## config.mk

```make
export PLATFORM = sky130hd
export DESIGN_NAME = fpu_mul_iter
export DESIGN_NICKNAME = d
export VERILOG_FILES = /design/src/rtl/fpu_pkg.sv /design/src/rtl/fpu_round_pack.sv /design/src/rtl/fpu_mul_iter.sv
export SDC_FILE = /design/constraint.sdc
export NUM_CORES = 1
export LEC_CHECK = 0
export CORE_MARGIN = 4
export CORE_UTILIZATION = 35
export DETAILED_ROUTE_END_ITERATION = 8
export HOLD_SLACK_MARGIN = 0.02
export PLACE_DENSITY = 0.61
export SETUP_SLACK_MARGIN = 0.3
export SLEW_MARGIN = 10
export SYNTH_ARGS = -nofsm -noshare
export SYNTH_HDL_FRONTEND = slang
export SYNTH_HIERARCHICAL = 1
export SYNTH_SLANG_ARGS = --single-unit
```

## constraint.sdc

```tcl
create_clock -name clk -period 8.98 [get_ports clk]
set_input_delay 1.796 -clock clk [delete_from_list [all_inputs] [get_ports clk]]
set_output_delay 1.796 -clock clk [all_outputs]
set_load 0.05 [all_outputs]
```

## src/rtl/fpu_pkg.sv

```systemverilog
// rtl/fpu_pkg.sv - shared FPU types, rounding-mode encodings, flag indices and helpers
package fpu_pkg;

   localparam logic [2:0] RM_RNE = 3'b000;
   localparam logic [2:0] RM_RTZ = 3'b001;
   localparam logic [2:0] RM_RDN = 3'b010;
   localparam logic [2:0] RM_RUP = 3'b011;
   localparam logic [2:0] RM_RMM = 3'b100;

   // fflags = {NV, DZ, OF, UF, NX}
   localparam int FF_NV = 4;
   localparam int FF_DZ = 3;
   localparam int FF_OF = 2;
   localparam int FF_UF = 1;
   localparam int FF_NX = 0;

   typedef enum logic [2:0] {
      ST_IDLE,
      ST_CLASS,
      ST_MUL,
      ST_NORM,
      ST_ROUND,
      ST_DONE
   } state_e;

   typedef struct packed {
      logic zero;
      logic inf;
      logic qnan;
      logic snan;
   } fp_class_t;

   // Positive quiet NaN with only the fraction MSB set; callers size-cast to their width.
   function automatic logic [63:0] canonical_nan(input int exp_w, input int man_w);
      logic [63:0] v;
      v = ((64'd1 << exp_w) - 64'd1) << man_w;
      v = v | (64'd1 << (man_w - 1));
      return v;
   endfunction

   // Operand is passed zero-extended to 64 bits. exp==0 counts as zero (subnormals flushed).
   function automatic fp_class_t classify(input logic [63:0] x, input int exp_w, input int man_w);
      logic [63:0] exp_ones;
      logic [63:0] exp_f;
      logic [63:0] man_f;
      logic        man_msb;
      fp_class_t   c;
      exp_ones = (64'd1 << exp_w) - 64'd1;
      exp_f    = (x >> man_w) & exp_ones;
      man_f    = x & ((64'd1 << man_w) - 64'd1);
      man_msb  = ((man_f >> (man_w - 1)) & 64'd1) != 64'd0;
      c.zero   = (exp_f == 64'd0);
      c.inf    = (exp_f == exp_ones) && (man_f == 64'd0);
      c.qnan   = (exp_f == exp_ones) && man_msb;
      c.snan   = (exp_f == exp_ones) && (man_f != 64'd0) && !man_msb;
      return c;
   endfunction

endpackage

```

## src/rtl/fpu_round_pack.sv

```systemverilog
// rtl/fpu_round_pack.sv - combinational rounding, overflow/underflow selection and packing
module fpu_round_pack
   import fpu_pkg::*;
#(
   parameter int EXP_W = 8,
   parameter int MAN_W = 23
) (
   input  logic                   sign,
   input  logic [EXP_W+1:0]       exp_in,
   input  logic [MAN_W:0]         sig,
   input  logic                   guard,
   input  logic                   rnd,
   input  logic                   sticky,
   input  logic [2:0]             rm,
   output logic [EXP_W+MAN_W:0]   result,
   output logic [4:0]             fflags
);

   localparam logic [EXP_W+1:0] EXP_MAX = {2'b00, {EXP_W{1'b1}}};
   localparam logic [EXP_W+1:0] EXP_ONE = {{(EXP_W+1){1'b0}}, 1'b1};

   logic             inexact;
   logic             inc;
   logic             to_inf;
   logic [MAN_W+1:0] sig_inc;
   logic [MAN_W-1:0] frac_r;
   logic [EXP_W+1:0] exp_r;
   logic             ovf;
   logic             unf;

   // Round-increment decision, carry renormalisation, then overflow/underflow/normal packing.
   always_comb begin
      result  = '0;
      fflags  = '0;
      inexact = guard | rnd | sticky;
      case (rm)
         RM_RTZ: begin inc = 1'b0;            to_inf = 1'b0;  end
         RM_RDN: begin inc = sign & inexact;  to_inf = sign;  end
         RM_RUP: begin inc = ~sign & inexact; to_inf = ~sign; end
         RM_RMM: begin inc = guard;           to_inf = 1'b1;  end
         default: begin inc = guard & (rnd | sticky | sig[0]); to_inf = 1'b1; end
      endcase
      sig_inc = {1'b0, sig} + {{(MAN_W+1){1'b0}}, inc};
      // A carry out leaves 10..0, so dropping the LSB loses nothing.
      if (sig_inc[MAN_W+1]) begin
         frac_r = sig_inc[MAN_W:1];
         exp_r  = exp_in + EXP_ONE;
      end else begin
         frac_r = sig_inc[MAN_W-1:0];
         exp_r  = exp_in;
      end
      ovf = $signed(exp_r) >= $signed(EXP_MAX);
      unf = exp_r[EXP_W+1] | (exp_r == '0);
      if (ovf) begin
         fflags[FF_OF] = 1'b1;
         fflags[FF_NX] = 1'b1;
         result = to_inf ? {sign, {EXP_W{1'b1}}, {MAN_W{1'b0}}}
                         : {sign, {(EXP_W-1){1'b1}}, 1'b0, {MAN_W{1'b1}}};
      end else if (unf) begin
         fflags[FF_UF] = 1'b1;
         fflags[FF_NX] = 1'b1;
         result = {sign, {(EXP_W+MAN_W){1'b0}}};
      end else begin
         fflags[FF_NX] = inexact;
         result = {sign, exp_r[EXP_W-1:0], frac_r};
      end
   end

endmodule

```

## src/rtl/fpu_mul_iter.sv

```systemverilog
// rtl/fpu_mul_iter.sv - iterative shift-add IEEE-754 multiplier with valid/ready handshake
module fpu_mul_iter
   import fpu_pkg::*;
#(
   parameter int EXP_W    = 8,
   parameter int MAN_W    = 23,
   parameter int MUL_BITS = 4
) (
   input  logic                 clk,
   input  logic                 rst,
   input  logic                 in_valid,
   output logic                 in_ready,
   input  logic [EXP_W+MAN_W:0] a,
   input  logic [EXP_W+MAN_W:0] b,
   input  logic [2:0]           rm,
   output logic                 out_valid,
   input  logic                 out_ready,
   output logic [EXP_W+MAN_W:0] result,
   output logic [4:0]           fflags,
   output logic                 busy
);

   localparam int W     = 1 + EXP_W + MAN_W;
   localparam int SIG_W = MAN_W + 1;
   localparam int P_W   = 2 * SIG_W;
   localparam int K     = SIG_W / MUL_BITS;
   localparam int CNT_W = $clog2(K + 1);
   localparam logic [CNT_W-1:0] CNT_LAST = CNT_W'(K - 1);
   localparam logic [CNT_W-1:0] CNT_ONE  = CNT_W'(1);
   localparam logic [EXP_W+1:0] BIAS     = {3'b000, {(EXP_W-1){1'b1}}};
   localparam logic [EXP_W+1:0] EXP_ONE  = {{(EXP_W+1){1'b0}}, 1'b1};
   localparam logic [W-1:0]     QNAN     = W'(canonical_nan(EXP_W, MAN_W));

   generate
      if ((SIG_W % MUL_BITS) != 0) begin : g_bad_mul_bits
         $error("fpu_mul_iter: SIG_W must be a multiple of MUL_BITS");
      end
   endgenerate

   state_e           state_q, state_d;
   logic [W-1:0]     a_q, a_d, b_q, b_d;
   logic [2:0]       rm_q, rm_d;
   logic             spec_q, spec_d;
   logic [P_W-1:0]   mcand_q, mcand_d, prod_q, prod_d;
   logic [SIG_W-1:0] mplier_q, mplier_d, sig_q, sig_d;
   logic [CNT_W-1:0] cnt_q, cnt_d;
   logic [EXP_W+1:0] exp_q, exp_d;
   logic             sign_q, sign_d;
   logic [2:0]       grs_q, grs_d;
   logic [W-1:0]     result_q, result_d;
   logic [4:0]       fflags_q, fflags_d;
   logic             out_valid_q, out_valid_d;

   fp_class_t        cls_a, cls_b;
   logic             sign_ab, special;
   logic [W-1:0]     spec_res;
   logic [4:0]       spec_flags;
   logic [P_W-1:0]   partial;
   logic [W-1:0]     rp_result;
   logic [4:0]       rp_flags;

   assign cls_a   = classify({{(64-W){1'b0}}, a_q}, EXP_W, MAN_W);
   assign cls_b   = classify({{(64-W){1'b0}}, b_q}, EXP_W, MAN_W);
   assign sign_ab = a_q[W-1] ^ b_q[W-1];
   assign partial = mcand_q * {{(P_W-MUL_BITS){1'b0}}, mplier_q[MUL_BITS-1:0]};

   fpu_round_pack #(.EXP_W(EXP_W), .MAN_W(MAN_W)) u_round_pack (
      .sign   (sign_q),
      .exp_in (exp_q),
      .sig    (sig_q),
      .guard  (grs_q[2]),
      .rnd    (grs_q[1]),
      .sticky (grs_q[0]),
      .rm     (rm_q),
      .result (rp_result),
      .fflags (rp_flags)
   );

   // Special-operand result selection in priority order: NaN, Inf*0, Inf, zero.
   always_comb begin
      spec_res   = '0;
      spec_flags = '0;
      special    = 1'b1;
      if (cls_a.qnan | cls_a.snan | cls_b.qnan | cls_b.snan) begin
         spec_res          = QNAN;
         spec_flags[FF_NV] = cls_a.snan | cls_b.snan;
      end else if ((cls_a.inf & cls_b.zero) | (cls_a.zero & cls_b.inf)) begin
         spec_res          = QNAN;
         spec_flags[FF_NV] = 1'b1;
      end else if (cls_a.inf | cls_b.inf) begin
         spec_res = {sign_ab, {EXP_W{1'b1}}, {MAN_W{1'b0}}};
      end else if (cls_a.zero | cls_b.zero) begin
         spec_res = {sign_ab, {(EXP_W+MAN_W){1'b0}}};
      end else begin
         special = 1'b0;
      end
   end

   // FSM next state plus datapath updates for each phase of the operation.
   always_comb begin
      state_d     = state_q;
      a_d         = a_q;
      b_d         = b_q;
      rm_d        = rm_q;
      spec_d      = spec_q;
      mcand_d     = mcand_q;
      mplier_d    = mplier_q;
      prod_d      = prod_q;
      cnt_d       = cnt_q;
      exp_d       = exp_q;
      sign_d      = sign_q;
      sig_d       = sig_q;
      grs_d       = grs_q;
      result_d    = result_q;
      fflags_d    = fflags_q;
      out_valid_d = out_valid_q;
      case (state_q)
         ST_IDLE: begin
            if (in_valid) begin
               a_d     = a;
               b_d     = b;
               rm_d    = rm;
               spec_d  = 1'b0;
               state_d = ST_CLASS;
            end
         end
         ST_CLASS: begin
            sign_d = sign_ab;
            // Specials spend a second CLASS cycle with the result already registered.
            if (spec_q) begin
               out_valid_d = 1'b1;
               state_d     = ST_DONE;
            end else if (special) begin
               result_d = spec_res;
               fflags_d = spec_flags;
               spec_d   = 1'b1;
            end else begin
               mcand_d  = {{SIG_W{1'b0}}, 1'b1, a_q[MAN_W-1:0]};
               mplier_d = {1'b1, b_q[MAN_W-1:0]};
               prod_d   = '0;
               cnt_d    = '0;
               exp_d    = {2'b00, a_q[W-2:MAN_W]} + {2'b00, b_q[W-2:MAN_W]} - BIAS;
               state_d  = ST_MUL;
            end
         end
         ST_MUL: begin
            prod_d   = prod_q + partial;
            mcand_d  = mcand_q << MUL_BITS;
            mplier_d = mplier_q >> MUL_BITS;
            cnt_d    = cnt_q + CNT_ONE;
            if (cnt_q == CNT_LAST) state_d = ST_NORM;
         end
         ST_NORM: begin
            // Product lies in [1,4); a set MSB means [2,4).
            if (prod_q[P_W-1]) begin
               sig_d = prod_q[P_W-1:SIG_W];
               grs_d = {prod_q[SIG_W-1], prod_q[SIG_W-2], |prod_q[SIG_W-3:0]};
               exp_d = exp_q + EXP_ONE;
            end else begin
               sig_d = prod_q[P_W-2:SIG_W-1];
               grs_d = {prod_q[SIG_W-2], prod_q[SIG_W-3], |prod_q[SIG_W-4:0]};
            end
            state_d = ST_ROUND;
         end
         ST_ROUND: begin
            result_d    = rp_result;
            fflags_d    = rp_flags;
            out_valid_d = 1'b1;
            state_d     = ST_DONE;
         end
         ST_DONE: begin
            if (out_ready) begin
               out_valid_d = 1'b0;
               state_d     = ST_IDLE;
            end
         end
         default: state_d = ST_IDLE;
      endcase
   end

   // State and datapath registers; reset aborts any operation in flight.
   always_ff @(posedge clk or posedge rst) begin
      if (rst) begin
         state_q     <= ST_IDLE;
         a_q         <= '0;
         b_q         <= '0;
         rm_q        <= '0;
         spec_q      <= 1'b0;
         mcand_q     <= '0;
         mplier_q    <= '0;
         prod_q      <= '0;
         cnt_q       <= '0;
         exp_q       <= '0;
         sign_q      <= 1'b0;
         sig_q       <= '0;
         grs_q       <= '0;
         result_q    <= '0;
         fflags_q    <= '0;
         out_valid_q <= 1'b0;
      end else begin
         state_q     <= state_d;
         a_q         <= a_d;
         b_q         <= b_d;
         rm_q        <= rm_d;
         spec_q      <= spec_d;
         mcand_q     <= mcand_d;
         mplier_q    <= mplier_d;
         prod_q      <= prod_d;
         cnt_q       <= cnt_d;
         exp_q       <= exp_d;
         sign_q      <= sign_d;
         sig_q       <= sig_d;
         grs_q       <= grs_d;
         result_q    <= result_d;
         fflags_q    <= fflags_d;
         out_valid_q <= out_valid_d;
      end
   end

   assign in_ready  = (state_q == ST_IDLE);
   assign busy      = (state_q != ST_IDLE);
   assign out_valid = out_valid_q;
   assign result    = result_q;
   assign fflags    = fflags_q;

endmodule
```

; Yosys cells after proc, flatten, opt, wreduce, memory -nomap -nowiden
; Cells that the tools add are included.
[word_totals]
elab_cells = 156
romBits = 0
ram_bits = 0
latchBits = 0
inputBits = 71
reg_bits = 270
memories = 0
output_inout_bits = 40
[classes]
div = 0
add_sub_neg = 6
reduce_logical = 33
mul = 1
bitwise_logic = 19
n_eq_ne = 21
magnitude_cmp = 1
mux = 59
shift = 0
[op_table]
columns = operator, count
row1 = logical NOT 64 bit, 4
row2 = 2-to-1 mux 32 bit, 6
row3 = 2-to-1 mux 48 bit, 4
row4 = case mux 48 bit (2 select lines), 2
row5 = nonzero test 64 bit, 2
row6 = 2-to-1 mux 24 bit, 4
row7 = case mux 32 bit (2 select lines), 1
row8 = 2-to-1 mux 31 bit, 2
row9 = adder 48 bit, 1
row10 = multiplier 48 x 4 -> 48 bit, 1
row11 = case mux 24 bit (2 select lines), 1
row12 = 2-to-1 mux 10 bit, 4
row13 = adder 24 x 1 -> 25 bit, 1
row14 = 2-to-1 mux 3 bit, 8
row15 = 2-to-1 mux 23 bit, 1
row16 = OR reduction 22 bit, 1
row17 = OR reduction 21 bit, 1
row18 = case mux 10 bit (2 select lines), 1
row19 = case mux 3 bit (6 select lines), 1
row20 = "== test 8 bit, second input constant", 2
row21 = 2-to-1 mux 1 bit, 16
row22 = "!= test 2 bit, second input constant", 8
row23 = "== test 3 x 2 -> 1 bit, second input constant", 4
row24 = "== test 3 bit, second input constant", 4
row25 = 26 further kinds, 60

; Logic depth before layout (Yosys ltp)
; Gate-level depths: netlist of the first run.
[depth]
word_depth = 11
mapped_depth = 22
depth_no_buf = 17

; By module
; The synthesis of the first run kept the hierarchy.
[modules_own_cells]
columns = module, area_per_inst_um2, cells_each, n_inst, seq_area_each_um2
row1 = fpu_mul_iter, 18599.1, 1924, 1, 6756.5
row2 = fpu_round_pack, 1422.6, 204, 1, 0.0

; Worst setup path before layout of the first run
; OpenSTA, ideal clock, no wires.
[synth_path]
kind = reg-to-reg
from = reg mplier_q[2]
to = reg prod_q[38]
arrival_time_ns = 4.544
slack_ns = 4.310
synth_period_minus_slack_ns = 4.670
t_required_ns = 8.854
setup_time_ns = 0.126
path_stages_with_launch = 19
path_buffers = 2
cell_sequence = dfrtp_1 > clkbuf_1 > clkbuf_1 > and2_1 > fa_1 > fa_1 > inv_1 > fa_1 > inv_1 > ha_1 > nand2_1 > a21oi_1 > nor2b_1 > or4_4 > a211oi_4 > o21ai_2 > and2_4 > o2111a_1 > a221o_1
[synth_between]
elab_chain_cells = 3
[synth_rtl]
columns = item, line_no
row1 = start: declaration, fpu_mul_iter.sv:45  ; logic [SIG_W-1:0] mplier_q, mplier_d, sig_q, sig_d;
row2 = start signal: assignment, fpu_mul_iter.sv:207  ; mplier_q <= mplier_d;
row3 = multiplier 48 x 4 -> 48 bit, fpu_mul_iter.sv:65  ; assign partial = mcand_q * {{(P_W-MUL_BITS){1'b0}}, mplier_q[MUL_BITS-1:0]};
row4 = adder 48 bit, fpu_mul_iter.sv:147  ; prod_d = prod_q + partial;
row5 = case mux 48 bit (2 select lines), fpu_mul_iter.sv:117  ; case (state_q)
row6 = end signal: assignment, fpu_mul_iter.sv:208  ; prod_q <= prod_d;
row7 = end: declaration, fpu_mul_iter.sv:44  ; logic [P_W-1:0] mcand_q, mcand_d, prod_q, prod_d;
; Every way passes these cells.
; A chain may end at the register's enable or synchronous reset.

; Final worst setup path of the first run
[layout_path]
from = reg mplier_q[1]
to = reg prod_q[27]
; Same word-level chain as after synthesis.

==> metrics, run 1 <==
GPL Wtd Cong=0.890; H-tree depth=1; clock net sink count=270; Post-synth EDFFs=0; # nets final=2449; crit-path max FO=27; Port Buffer Count=110; WHS Path Cells=1; post-synth top area cell=dfrtp_1; Detail Route Antenna Nets=0; Tightest Pin Transition=1110 ps; Slew HR=25.8%; Crit path arrival time=6140 ps; run status=complete, no violations; Die Area=0.0611 mm2; Fillers=5511; Main synth FF type=dfrtp_1; M1 WL=22.7 mm; min cycle time layout=5730 ps; kind of critical path=reg2reg; Crit path max-delay family=adder cells; hold-critical path endpoint=cnt_q[2]$_DFFE_PP0P_; CP startpoint kind=flip-flop; post-cts hold buffer count=0; Met3 Wirelength=1.81 mm; cts repair resizes=0; largest net degree at the start of global routing=174; Avg Vias per Cell=5.09; period utilization=63.8%; top-count cell post-synth=dfrtp_1; final setup vio count=0; Max Cap Viol=0; layout cells sized above 1=8.15%; Crit path required time=9400 ps; Cell Area, Synth=0.0200 mm2; clock buffer depth=3; clk_lat worst skew=580 ps; synth top area cells=dfrtp_1 34%, fa_1 13%, and2_1 5.3%, inv_1 5.0%, ha_1 4.5%; Final WS setup=3250 ps; n_diodes=0; CP Capture Type=flip-flop; length of routed met2 wiring=22.5 mm; Layout area overhead=13.2%; Die Height=247 um; register bit count reported by yosys=270; I/O pin count=111; Avg WL per Cell=16.3 um; Post-CTS Setup Bufs=0; VDD IR max=0.199 mV; number of global-route vias before repair=15412; commonest cells in the netlist=270 x dfrtp_1, 269 x inv_1, 211 x nand2_1, 170 x and2_1, 135 x fa_1; DRC errors left=0; asr flop ratio synth=100%; fmax=175 MHz; Syn Inst Count=2128; Die Wd=247 um; multi-input logic area=0.0117 mm2; P_leak=10.4 nW; Worst Clk Skew=16.9 ps; CTS root buf=clkbuf_16; worst reg2reg endpoint=prod_q[27]$_DFFE_PP0P_; DP Wirelength=35.3 mm; pwr dens=361 mW/mm2; Final Non-Filler Cells=2951; CTS clk-pin slew, worst paths=70 ps; origin of the worst min-delay path=cnt_q[2]$_DFFE_PP0P_; CTS Buf Count=30; Slew Viols, Final=0; Iteration-0 DRC Markers=1023; Placed Cells=2895; CTS tree=done; critical path's slowest cell=dfrtp_1; Most common cell on crit path=fa_1; Synth top area share=33.7%; highest routed layer=met4; Synth Warn #=6; TritonRoute pass-1 iters=9; register area=0.00676 mm2; Post-Route WL=48.0 mm; sequential area share after synthesis=33.7%; FF-to-FF Start=mplier_q[1]$_DFFE_PP0P_; core area=0.0565 mm2; slowest stage delay, CP=840 ps; post-synthesis cell type count=84; global-route wire length before repair=80.4 mm; worst hold path type=reg2reg; initial antenna violation count=0; GRT Total Usage=15.8%; Initial Utilization=35.4%; Row Count=87; Final Hold Fails=0; GRT overflow=0; worst r2r path cells=16; Setup TNS=0 ps; DP Worst Slack=3300 ps; RSZ-0062 raised after global routing=no; setup slack, reg-to-reg=3250 ps; launch point of the worst path=mplier_q[1]$_DFFE_PP0P_; CP cell instances=buf_4 -> and2_1 -> fa_1 -> fa_1 -> inv_1 -> fa_1 -> inv_1 -> ha_1 -> a211oi_1 -> a21boi_1 -> o21ba_2 -> or2_2 -> a21boi_1 -> o31ai_1 -> xnor2_1 -> o22ai_1; worst path buffer plus inverter count=3; synthesized area per cell=9.41 um2; vias=15030
[worst max path at each step]
stage / end / slack [ps] / cells past startpoint
2_1_floorplan: a_q[0]$_DFFE_PP0P_ / 3620 / 1
3_3_place_gp: prod_q[45]$_DFFE_PP0P_ / 3410 / 17
3_5_place_dp: prod_q[45]$_DFFE_PP0P_ / 3300 / 17
4_1_cts: prod_q[45]$_DFFE_PP0P_ / 3270 / 17
5_1_grt: prod_q[45]$_DFFE_PP0P_ / 2840 / 17
6_report: prod_q[27]$_DFFE_PP0P_ / 3250 / 16
[stage by stage]
step	hold WS (ps)	util, %	power (mW)	instance area (um2)
3_5_place_dp	478	38.4	6.98	21700
3_3_place_gp	463	38.4	6.86	21700
4_1_cts	494	40.1	8.25	22700
5_1_grt	513	40.1	8.97	22700
6_report	489	40.1	8.19	22700
2_1_floorplan	439	-	5.84	20000
[power by group]
| group | switching [mW] | leakage (nW) | total, mW | internal [mW] |
|---|---|---|---|---|
| Clock | 0.516 | 0.485 | 1.23 | 0.712 |
| Sequential | 0.592 | 3.47 | 2.30 | 1.71 |
| Combinational | 2.79 | 6.47 | 4.66 | 1.86 |
| Total | 3.90 | 10.4 | 8.19 | 4.28 |
[metal layers]
layer  vias up  track usage [%]
met5         -                0
met4         0             3.43
met3        66             1.80
met2       296             26.5
met1      7395             22.1
li1       7273                -
[registers in the layout, indices dropped and copies added, names as in the netlist, 3 cells and up]
register,flops
rm_q,3
result,32
b_q,32
fflags,5
mplier_q,24
grs_q,3
sig_q,24
cnt_q,3
prod_q,48
state_q,3
exp_q,10
a_q,32
mcand_q,48
[kinds of logic (layout without fill, tap and decap cells)]
family          Yosys count  count (layout)  synth area share, %
other cells               1               2               0.0187
xor+xnor                 78              78                 3.49
mux                     112             112                 5.99
compound gates          432             432                 14.6
flops                   270             270                 33.7
buf+inv                 384             450                 7.69
fa+ha+maj               207             207                 18.0
simple gates            644             644                 16.5
[layout make-up]
class,instances,share of cell area [%]
multi-input combinational,1475,51.8
clock buffer,45,3.92
tap,756,4.17
clock inverter,11,0.414
sequential,270,29.8
inverter,270,4.49
timing repair buffer,124,5.38
[placed cells by master, fill, tap and decap left out, types with 29 or more instances in the layout]
master / netlist / final
mux2_2: 63 / 63
a21oi_1: 80 / 80
xnor2_1: 42 / 42
inv_1: 269 / 268
xor2_1: 34 / 34
nand2_1: 211 / 210
o21ai_0: 117 / 117
dfrtp_1: 270 / 270
fa_1: 135 / 135
a21o_1: 33 / 32
and2_1: 170 / 169
o22ai_1: 38 / 38
nand4_1: 29 / 29
mux2i_1: 49 / 49
nand3_1: 55 / 55
nor2_1: 72 / 71
clkdlybuf4s50_1: 0 / 110
clkbuf_16: 0 / 31
ha_1: 72 / 72
Note: power is estimated with default switching activity, not from simulation.
==> run 2: changes to the inputs <==
- clock period: 8.98 -> 5.1 ns (I/O delays scaled with it)
==> run 2 against run 1 <==
Against the previous run: the run now ends with DRC left; non-clock buffer count grew 50; routed wire length rose by 4.4%; cell count up 1.9%; total power up 98%; hold slack lost 16 ps; count of clock-buffer cells in the layout is the same; clock power increased by 100%; sequential share of layout area is 1.3 points lower; die area unchanged; clock skew is 1.7 ps higher; combinational power increased by 110%.
==> metrics, run 2 (synthesis results as in run 1) <==
Crit path arrival time=5120 ps (-1020 ps); I/O pin count=111 (unchanged); Row Count=87 (unchanged); VDD IR max=0.419 mV (+110%); setup slack, reg-to-reg=380 ps (-2880 ps); DP Wirelength=35.9 mm (+1.7%); CTS clk-pin slew, worst paths=60 ps (about the same); worst reg2reg endpoint=prod_q[38]$_DFFE_PP0P_; Port Buffer Count=110 (unchanged); Setup TNS=0 ps (unchanged); final setup vio count=0 (unchanged); Detail Route Antenna Nets=0 (unchanged); GRT Total Usage=16.3% (+0.53 points); P_leak=10.8 nW (+3.4%); H-tree depth=2 (+1); Post-Route WL=50.1 mm (+4.4%); Fillers=5442 (-1.3%); worst hold-check slack=473 ps (-15.8 ps); most frequent cells in the layout=268 x dfrtp_1, 263 x inv_1, 207 x nand2_1, 164 x and2_1, 133 x fa_1; clk_lat worst skew=530 ps (-50 ps); CTS tree=done; Avg Vias per Cell=5.16 (+1.4%); origin of the worst min-delay path=sig_q[23]$_DFFE_PP0P_; launch point of the worst path=mplier_q[2]$_DFFE_PP0P_; CTS root buf=clkbuf_16; Max Cap Viol=0 (unchanged); global-route wire length before repair=82.7 mm (+2.9%); FF-to-FF Start=mplier_q[2]$_DFFE_PP0P_; biggest regs=mcand_q x48, prod_q x48; min cycle time layout=4720 ps (-1000 ps); WHS Path Cells=2 (+1); # nets final=2503 (+2.2%); Die Area=0.0611 mm2 (unchanged); Crit path required time=5500 ps (-3900 ps); CP Capture Type=flip-flop; GPL Wtd Cong=0.848 (-4.7%); CP startpoint kind=flip-flop; Die Height=247 um (unchanged); Post-DP Area=0.0219 mm2 (+1.1%); vias=15519 (+3.3%); Final Hold Fails=0 (unchanged); n_diodes=0 (unchanged); most common cell after layout, fill and taps aside=dfrtp_1; Layout area overhead=18.6%; final instance area=0.0237 mm2 (+4.7%); worst r2r path cells=19 (+3); hold-critical path endpoint=sig_q[23]$_DFFE_PP0P_; TritonRoute pass-1 iters=9 (unchanged); Iteration-0 DRC Markers=1041 (+1.8%); Tightest Pin Transition=1180 ps (+70.2 ps); Worst Clk Skew=18.7 ps (+1.72 ps); failing checks=DRC; crit-path max FO=27 (unchanged); clock buffer depth=3 (unchanged); number of global-route vias before repair=15936 (+3.4%); Avg WL per Cell=16.7 um (+2.4%); core area=0.0565 mm2 (unchanged); DRC errors left=3 (+3); Slew HR=21.0% (-4.8 points); clock net sink count=270 (unchanged); Die Wd=247 um (unchanged); layout cells sized above 1=13.2% (+5.1 points); GRT overflow=0 (unchanged); Initial Utilization=35.4% (unchanged); run status=complete, but fails checks; kind of critical path=reg2reg; largest net degree at the start of global routing=107 (-39%); period utilization=92.6% (+29 points); RSZ-0062 raised after global routing=yes; Slew Viols, Final=0 (unchanged); worst hold path type=reg2reg; pwr dens=684 mW/mm2 (+89%); CTS Buf Count=34 (+13%); initial antenna violation count=0 (unchanged); fmax=212 MHz (+21%)
## run 2: worst max path at each step
stage                                         to  slack [ps]  depth (start not counted)
after CTS                 prod_q[42]$_DFFE_PP0P_         290                         17
after detailed placement  prod_q[45]$_DFFE_PP0P_          10                         17
after global routing      prod_q[42]$_DFFE_PP0P_         220                         18
final                     prod_q[38]$_DFFE_PP0P_         380                         19
after global placement    prod_q[43]$_DFFE_PP0P_          90                         17
after floorplan           prod_q[38]$_DFFE_PP0P_         430                         18
## run 2: area by class of cell
type	instances	area (um2)	area share, %
clock buffers	45	953	4.02
clock inverters	16	194	0.817
inverters	270	1020	4.28
multi-input cells	1475	12200	51.2
flip-flops and latches	270	6760	28.5
well taps	756	946	3.98
repair buffers	174	1710	7.20
## run 2: repair_timing
| action | CTS | global route |
|---|---|---|
| gates resized for setup | 12 | 73 |
| setup endpoints to repair | 25 | 23 |
| hold buffers | 0 | 0 |
| gates cloned | 0 | 3 |
| buffers inserted | 7 | 14 |
| pin swaps | 10 | 64 |
## run 2: layer usage
| layer | vias to the layer above | wire length (um) | track usage (%) |
|---|---|---|---|
| li1 | 7371 | - | - |
| met1 | 7691 | 23000 | 22.3 |
| met2 | 373 | 23700 | 27.4 |
| met3 | 84 | 2220 | 2.14 |
| met4 | 0 | 1200 | 4.30 |
| met5 | - | 0 | 0 |
## run 2: where the power goes
part           switching [mW]  internal [mW]  total, mW
Clock                   0.962           1.52       2.49
Combinational            5.50           4.23       9.73
Sequential               1.00           3.02       4.02
## run 2: worst max-delay path: stages (launching register included)
cell and delay, ps:
dfrtp_2 500, buf_4 180, buf_12 150, and2_1 150, fa_1 470, fa_1 550, inv_1 60, fa_1 520
inv_1 70, ha_4 300, o21a_1 140, o21ai_1 80, nand2b_1 80, a21oi_1 70, buf_4 150, a211oi_4 330
o21ai_2 130, and2_4 170, o2111a_1 240, a221o_1 250
## run 2: per-stage QoR
stage	power, mW	setup slack (ps)	std cells	util [%]
finish	16.2	379	3006	42.0
global route	17.6	221	3006	42.0
CTS	15.3	286	2989	41.1
detailed placement	12.5	11.8	2921	38.8
global placement	12.3	91.8	2921	38.8
floorplan	10.3	430	2129	-
==> run 3: changes to the inputs <==
- RECOVER_POWER: not set -> 50
==> run 3 against run 2 <==
Against the previous run: the flow finishes with violations (capacitance limit, slew limit); sequential share of layout area increased by 0.053 points; non-clock buffer count unchanged; cell area decreased by 0.18%; sequential cell count unchanged; largest power group unchanged; core utilization decreased by 0.078 points; first-iteration DRC count decreased by 8.2%; sequential power about the same.
==> metrics, run 3 (synthesis results as in run 1) <==
run status=complete, but fails checks; failing checks=capacitance limit, slew limit; Crit path arrival time=5120 ps (about the same); CP Capture Type=flip-flop; Final Hold Fails=0 (unchanged); pwr dens=684 mW/mm2 (+0.11%); Detail Route Antenna Nets=0 (unchanged); worst r2r path cells=19 (unchanged); clk_lat worst skew=530 ps (about the same); launch point of the worst path=mplier_q[2]$_DFFE_PP0P_; post-cts hold buffer count=0 (unchanged); clock net sink count=270 (unchanged); Die Height=247 um (unchanged); DRC errors left=0 (-3); RSZ-0062 raised after global routing=yes; CP startpoint kind=flip-flop; final instance area=0.0237 mm2 (-0.18%); P_leak=10.7 nW (-0.18%); fmax=212 MHz (about the same); Initial Utilization=35.4% (unchanged); Max Cap Viol=4 (+4); GRT overflow=0 (unchanged); most common cell after layout, fill and taps aside=dfrtp_1; layout cells sized above 1=13.1% (-0.18 points); Final Util=42.0% (-0.078 points); Die Area=0.0611 mm2 (unchanged); I/O pin count=111 (unchanged); Final WS setup=378 ps (-0.870 ps); Fillers=5451 (+0.17%); DP Worst Slack=11.8 ps (unchanged); Tightest Pin Transition=2480 ps (+1300 ps); CTS root buf=clkbuf_16; clock buffer depth=3 (unchanged); CTS clk-pin slew, worst paths=60 ps (about the same); VDD IR max=0.414 mV (-1.1%); Layout area overhead=18.4%; largest net degree at the start of global routing=107 (unchanged); CTS Buf Count=34 (unchanged); final setup vio count=0 (unchanged); n_diodes=0 (unchanged); period utilization=92.6% (about the same); Row Count=87 (unchanged); Port Buffer Count=110 (unchanged); GPL Wtd Cong=0.848 (unchanged); crit-path max FO=27 (unchanged); Worst Clk Skew=16.3 ps (-2.40 ps); number of global-route vias before repair=15936 (unchanged); worst hold path type=reg2reg; vias=15524 (+0.032%); most frequent cells in the layout=268 x dfrtp_1, 263 x inv_1, 208 x nand2_1, 164 x and2_1, 133 x fa_1; GRT Total Usage=16.3% (unchanged); H-tree depth=2 (unchanged); FF-to-FF Start=mplier_q[2]$_DFFE_PP0P_; global-route wire length before repair=82.7 mm (unchanged); core area=0.0565 mm2 (unchanged); Slew HR=-65.2% (-86 points); biggest regs=mcand_q x48, prod_q x48; register area=0.00676 mm2 (unchanged); # nets final=2503 (unchanged); CTS tree=done; Avg WL per Cell=16.6 um (-0.12%); Iteration-0 DRC Markers=956 (-8.2%); Setup TNS=0 ps (unchanged); Die Wd=247 um (unchanged); Final Power=16.2 mW (about the same); Post-Route WL=50.0 mm (-0.12%); TritonRoute pass-1 iters=7 (-2); worst hold-check slack=477 ps (+3.42 ps); multi-input logic area=0.0122 mm2 (about the same); Slew Viols, Final=294 (+294); initial antenna violation count=0 (unchanged); kind of critical path=reg2reg; DP Wirelength=35.9 mm (unchanged); Post-DP Area=0.0219 mm2 (unchanged); WHS Path Cells=2 (unchanged); Placed Cells=2921 (unchanged); Final Non-Filler Cells=3006 (unchanged); Avg Vias per Cell=5.16 (about the same); Crit path required time=5500 ps (about the same); origin of the worst min-delay path=sig_q[23]$_DFFE_PP0P_; min cycle time layout=4720 ps (+0.870 ps)
==> run 3: changes by cell type in the layout (fill, tap and decap cells not counted), moves of 2 or more <==
cell / change
clkdlybuf4s50_1: -2
clkbuf_2: +2
buf_12: -2
dlygate4sd3_1: +2
buf_4: -2
clkbuf_1: +2
==> run 3: timing repair <==
action,CTS,global route
buffers inserted,7,14
setup endpoints to repair,25,23
gates resized for setup,12,73
gates cloned,0,3
pin swaps,10,64
==> run 3: power by group <==
part	leakage, nW	switching, mW	total, mW	internal, mW
Combinational	6.71	5.49	9.71	4.22
Sequential	3.46	1.00	4.02	3.02
Clock	0.569	0.966	2.49	1.52
Total	10.7	7.46	16.2	8.76
==> run 3: path summary, 6_finish.rpt <==
kind                            slack, ps                      to
worst max-delay path                  380  prod_q[38]$_DFFE_PP0P_
worst min-delay path                  480   sig_q[23]$_DFFE_PP0P_
worst max register to register        380  prod_q[38]$_DFFE_PP0P_
worst min register to register        480   sig_q[23]$_DFFE_PP0P_
max in group asynchronous             910  result[15]$_DFFE_PP0P_
min in group asynchronous            1210      a_q[2]$_DFFE_PP0P_
==> run 3: layer usage <==
layer / global-route usage, % / vias up / share of wire, %
met3: 2.14 / 84 / 4.4
met1: 22.3 / 7690 / 46
met2: 27.4 / 373 / 47
met5: 0 / - / 0
met4: 4.30 / 0 / 2.4
li1: - / 7377 / -
==> run 3: final cells by class <==
type / count / share of cell area [%]
clock buffer: 45 / 4.02
clock inverter: 16 / 0.818
inverter: 270 / 4.28
multi-input combinational: 1475 / 51.3
sequential: 270 / 28.5
tap: 756 / 3.99
timing repair buffer: 174 / 7.06
==> run 3: worst max-delay path, cell delays in order, from the launching register on <==
cell and delay, ps:
dfrtp_2 490, buf_4 180, buf_12 150, and2_1 150
fa_1 470, fa_1 550, inv_1 60, fa_1 520
inv_1 70, ha_4 300, o21a_1 140, o21ai_1 80
nand2b_1 80, a21oi_1 70, buf_4 150, a211oi_4 330
o21ai_2 130, and2_4 170, o2111a_1 240, a221o_1 250
